**src/rtl/counter_seq_ctrl.sv**
```systemverilog
// rtl/counter_seq_ctrl.sv - sweep sequencer driving an 8-bit up/down counter
// Loads the counter, watches its count, and reverses or reloads it at the sweep end points.
module counter_seq_ctrl #(
  parameter int WIDTH = 8,
  parameter int REP_W = 4
) (
  input  logic             clk,
  input  logic             rst,
  input  logic             cmd_valid,
  output logic             cmd_ready,
  input  logic [WIDTH-1:0] cmd_start,
  input  logic [WIDTH-1:0] cmd_end,
  input  logic [1:0]       cmd_mode,
  input  logic [REP_W-1:0] cmd_reps,
  input  logic             abort,
  input  logic [WIDTH-1:0] count,
  output logic             cnt_load,
  output logic             cnt_u_d,
  output logic [WIDTH-1:0] cnt_data,
  output logic             busy,
  output logic             done
);

  typedef enum logic [1:0] {S_IDLE, S_LOAD, S_RUN, S_DONE} state_t;

  state_t           state_q, state_d;
  logic [WIDTH-1:0] start_q, start_d;
  logic [WIDTH-1:0] end_q, end_d;
  logic [1:0]       mode_q, mode_d;
  logic [REP_W-1:0] reps_q, reps_d;
  logic             dir_q, dir_d;
  logic             leg_q, leg_d;
  logic             done_q, done_d;

  logic [WIDTH-1:0] target;
  logic             reach;
  logic             is_tri;
  logic             is_down;

  assign target  = leg_q ? start_q : end_q;
  assign reach   = (count == target);
  assign is_tri  = (mode_q == 2'b10);
  assign is_down = (mode_q == 2'b01);
  assign done    = done_q;

  always_ff @(posedge clk or negedge rst) begin
    if (!rst) begin
      state_q <= S_IDLE;
      start_q <= '0;
      end_q   <= '0;
      mode_q  <= '0;
      reps_q  <= '0;
      dir_q   <= 1'b0;
      leg_q   <= 1'b0;
      done_q  <= 1'b0;
    end else begin
      state_q <= state_d;
      start_q <= start_d;
      end_q   <= end_d;
      mode_q  <= mode_d;
      reps_q  <= reps_d;
      dir_q   <= dir_d;
      leg_q   <= leg_d;
      done_q  <= done_d;
    end
  end

  // The counter has no enable, so every non-counting cycle reloads its own value.
  always_comb begin
    state_d   = state_q;
    start_d   = start_q;
    end_d     = end_q;
    mode_d    = mode_q;
    reps_d    = reps_q;
    dir_d     = dir_q;
    leg_d     = leg_q;
    cmd_ready = 1'b0;
    busy      = 1'b1;
    cnt_load  = 1'b1;
    cnt_data  = count;
    cnt_u_d   = 1'b1;

    case (state_q)
      S_IDLE: begin
        cmd_ready = 1'b1;
        busy      = 1'b0;
        if (cmd_valid) begin
          start_d = cmd_start;
          end_d   = cmd_end;
          mode_d  = cmd_mode;
          reps_d  = cmd_reps;
          leg_d   = 1'b0;
          dir_d   = (cmd_mode != 2'b01);
          state_d = S_LOAD;
        end
      end
      S_LOAD: begin
        if (abort) begin
          state_d = S_IDLE;
        end else begin
          cnt_data = start_q;
          state_d  = S_RUN;
        end
      end
      S_RUN: begin
        if (abort) begin
          state_d = S_IDLE;
        end else begin
          cnt_load = 1'b0;
          cnt_u_d  = dir_q;
          if (reach) begin
            // Turn-around must steer this same cycle so the far end is not overshot.
            if (is_tri && !leg_q && (start_q != end_q)) begin
              dir_d   = ~dir_q;
              cnt_u_d = ~dir_q;
              leg_d   = 1'b1;
            end else if (reps_q != '0) begin
              cnt_load = 1'b1;
              cnt_data = start_q;
              reps_d   = reps_q - REP_W'(1);
              leg_d    = 1'b0;
              dir_d    = ~is_down;
            end else begin
              cnt_load = 1'b1;
              state_d  = S_DONE;
            end
          end
        end
      end
      S_DONE: begin
        state_d = S_IDLE;
      end
      default: begin
        state_d = S_IDLE;
      end
    endcase

    done_d = (state_d == S_DONE);
  end

endmodule

```
**config.mk**
```make
export PLATFORM = sky130hd
export DESIGN_NAME = counter_seq_ctrl
export DESIGN_NICKNAME = d
export VERILOG_FILES = /design/src/rtl/counter_seq_ctrl.sv
export SDC_FILE = /design/constraint.sdc
export NUM_CORES = 1
export LEC_CHECK = 0
export CAP_MARGIN = 10
export CORE_MARGIN = 1
export CORE_UTILIZATION = 23
export CTS_CLUSTER_DIAMETER = 60
export DETAILED_ROUTE_END_ITERATION = 8
export PLACE_DENSITY = 0.56
export SLEW_MARGIN = 40
export SYNTH_ARGS = -nofsm -noshare
export SYNTH_HDL_FRONTEND = slang
export SYNTH_SLANG_ARGS = --single-unit
```
**constraint.sdc**
```tcl
create_clock -name clk -period 2.4 [get_ports clk]
set_clock_uncertainty 0.15 [all_clocks]
set_input_delay 0.48 -clock clk [delete_from_list [all_inputs] [get_ports clk]]
set_output_delay 0.48 -clock clk [all_outputs]
set_load 0.1 [all_outputs]
```
==> flow_summary_export.csv <==
group,metric,value,unit
status,status,"finished with violations",
status,violations,"setup timing",
floorplanning,die_w,90.9,um
floorplanning,start_util,0.236,
pwr,intPower,2500,uW
setup_path,worstPathArrival,2.47,ns
route,vias,1684,
final_layout,final_area,3280,um^2
route,drt_iter0_markers,64,
route,routedWlPerCell,13.4,um
place,io_buffers,46,
pwr,p_comb_frac,0.762,
final_layout,drive_above_1_share,0.462,
setup_path,crit_required,1.77,ns
place,placed_cell_area,3060,um^2
timing,rsz0062_at_grt,"yes",
setup_path,cp_top_family,"buffers and inverters",
global_routing,track_usage,0.129,
setup_path,path_class,"flop to output pin",
pwr,p_sw,2290,uW
timing,totalNegativeSetupSlack,-6.46,ns
route,dr.pass1.iters,4,
final_layout,final_common_cell,"buf_4",
setup_path,start_kind,"flop",
min_path,worstHoldStart,"mode_q[1]",
setup_path,setup.worst_path.start,"leg_q",
setup_path,max_stage_delay,0.45,ns
pwr,power_density,1460,nW/um^2
setup_path,path_max_fanout,6,
global_routing,grt_pass1_wl,8350,um
final_layout,layout_common_cells,"buf_4 (53), clkdlybuf4s50_1 (33), dfrtp_1 (26), mux2_2 (18), buf_12 (15)",
synthesis,syn_area_per_cell,10.6,um^2
synthesis,syn_inst,172,
synthesis,netlist.area_leader.share,0.372,
timing,tightest_slew,0.373,ns
floorplanning,io_pins,47,
route,drc_errors,0,
setup_path,crit_buf_inv,4,
floorplanning,dieArea,8260,um^2
clock_network,cts_tree,"built",
route,wirelength,5050,um
clock_network,htree_levels,1,
setup_path,end_kind,"output pin",
global_routing,grt_max_degree,28,
final_layout,diodes,0,
synthesis,synth_area_leaders,"dfrtp_1 (37%), mux2_2 (11%), mux2i_1 (5.0%)",
pwr,clockPowerShare,0.057,
pwr,peakVddDrop,1190,uV
setup_path,crit_slowest_cell,"dfrtp_2",
global_routing,grt_pass1_vias,1671,
floorplanning,die_h,90.9,um
timing,finalCriticalPeriod,3.10,ns
clock_network,cts.clk_slew.worst_paths,0.10,ns
floorplanning,rows,32,
synthesis,seq_area_frac_synth,0.372,
min_path,holdCritPathClass,"flop to flop",
clock_network,hold_buffers,0,
synthesis,yosysTopAreaCell,"dfrtp_1",
timing,layout_setup_ws,-0.704,ns
route,ant_nets,0,
clock_network,cts_buffers,3,
global_routing,antenna_found_initial,0,
pwr,cellLeakagePower,0.00136,uW
setup_path,rr_startpoint,"leg_q",
setup_path,crit_path_frequent_cell,"buf_12",
place,gp_congestion,0.787,
job,drv_cap,0,
place,hpwl,3780,um
timing,slew_headroom,0.751,
synthesis,synth_cell_types,39,
final_layout,final_nets,314,
timing,max_freq,0.322,GHz
timing,setup_viol,10,
timing,drv_slew,0,
pwr,seqPwrFrac,0.181,
synthesis,yosysWarningCount,0,
global_routing,overflow,0,
pwr,swShare,0.477,
final_layout,fillerInstances,730,
floorplanning,core-area,7690,um^2
clock_network,root_buffer,"clkbuf_8",
route,avgViaCountPerCell,4.47,
timing,final.period_utilization,1.29,
synthesis,syn_area,1820,um^2
clock_network,clkLatencyLatePin,0.28,ns
final_layout,area_growth,80.5,%
clock_network,clock_sinks,27,
synthesis,syn_nets,210,
timing,hold_violations,0,
setup_path,cp_cell_sequence,"buf_6, mux2i_4, xnor2_2, nor4_4, buf_4, nand3b_4, o31ai_4, buf_12, a32o_4, buf_12",
clock_network,clockBufferDepth,2,
synthesis,ys_ff_latch,27,
metrics by stage:
stage / worst slack, ns / hold WS [ns] / power [uW] / util / instances
final: -0.704 / 0.370 / 4790 / 0.427 / 377
after global routing: -0.804 / 0.385 / 5070 / 0.427 / 377
after CTS: -0.725 / 0.373 / 4810 / 0.425 / 378
after detailed placement: -0.626 / 0.349 / 4340 / 0.398 / 368
after global placement: -0.624 / 0.343 / 4320 / 0.398 / 368
after floorplan: -0.348 / 0.0344 / 2990 / - / 172
path summary, 6_finish.rpt:
kind,slack [ns],cells past startpoint,endpoint
max,-0.70,10,cnt_data[3]
min,0.37,1,mode_q[1]
max reg2reg,0.11,10,dir_q
min reg2reg,0.37,1,mode_q[1]
max in group asynchronous,1.39,2,leg_q
min in group asynchronous,0.42,2,done
power by group through the flow:
| stage | registers [uW] | clock network (uW) | logic (uW) |
|---|---|---|---|
| 2_1_floorplan | 885 | 0 | 2110 |
| 3_3_place_gp | 846 | 0 | 3480 |
| 3_5_place_dp | 852 | 0 | 3490 |
| 4_1_cts | 865 | 291 | 3650 |
| 5_1_grt | 896 | 305 | 3870 |
| 6_report | 869 | 272 | 3650 |
metal layers:
metal / vias up / track usage / part of all wire / wire (um)
li1: 842 / - / - / -
met2: 38 / 0.218 / 0.49 / 2490
met5: - / 0 / 0 / 0
met3: 4 / 0.0362 / 0.051 / 257
met1: 800 / 0.162 / 0.45 / 2260
met4: 0 / 0.0317 / 0.0087 / 44
kinds of logic after synthesis:
kind of cell / share of synthesized area
AND/OR/NAND/NOR: 0.166
AO/OA/AOI/OAI: 0.152
multiplexers: 0.161
flip-flops: 0.372
XOR/XNOR: 0.0819
buffers and inverters: 0.0399
adder cells (fa/ha/maj): 0.0275
cells in the mapped netlist:
cell / instances
nor2_1: 3
a31oi_1: 2
o21ai_0: 4
nand3_1: 7
buf_6: 1
nand4b_1: 1
buf_2: 1
inv_1: 9
mux2_2: 18
ha_1: 4
buf_4: 1
and3_1: 2
xnor2_1: 9
dfrtp_1: 27
o31ai_4: 1
or3_1: 2
nand4_1: 2
nand3_4: 1
clkinv_1: 1
nand2_1: 10
o31ai_1: 2
a21oi_1: 8
o211ai_1: 5
nor4_4: 2
nor3_1: 6
nor3b_1: 4
o22ai_1: 1
a2111oi_4: 1
nand3b_2: 1
a221oi_1: 1
mux2i_1: 9
and3b_1: 1
a32o_1: 8
nor4_1: 2
clkbuf_1: 3
a21o_1: 1
xor2_1: 8
nor2b_1: 2
nand2b_1: 1
state kept, by name, indices dropped and copies added, names as in the netlist:
register	count
dir_q	1
done	1
end_q	8
leg_q	1
mode_q	2
reps_q	4
start_q	8
state_q	2
final cells by class:
| type | instances | area (um^2) | share of cell area |
|---|---|---|---|
| Inverter | 10 | 41.3 | 0.0126 |
| Sequential cell | 27 | 677 | 0.206 |
| Timing Repair Buffer | 105 | 1070 | 0.327 |
| Clock buffer | 4 | 45.0 | 0.0137 |
| Multi-Input combinational cell | 129 | 1320 | 0.401 |
| Tap cell | 102 | 128 | 0.0389 |
timing repair:
| item | CTS | global route |
|---|---|---|
| pin swaps | 14 | 3 |
| gates resized for setup | 21 | 5 |
| setup buffers | 8 | 0 |
| endpoints found under the setup margin | 10 | 15 |
Note: power is estimated with default switching activity, not from simulation.
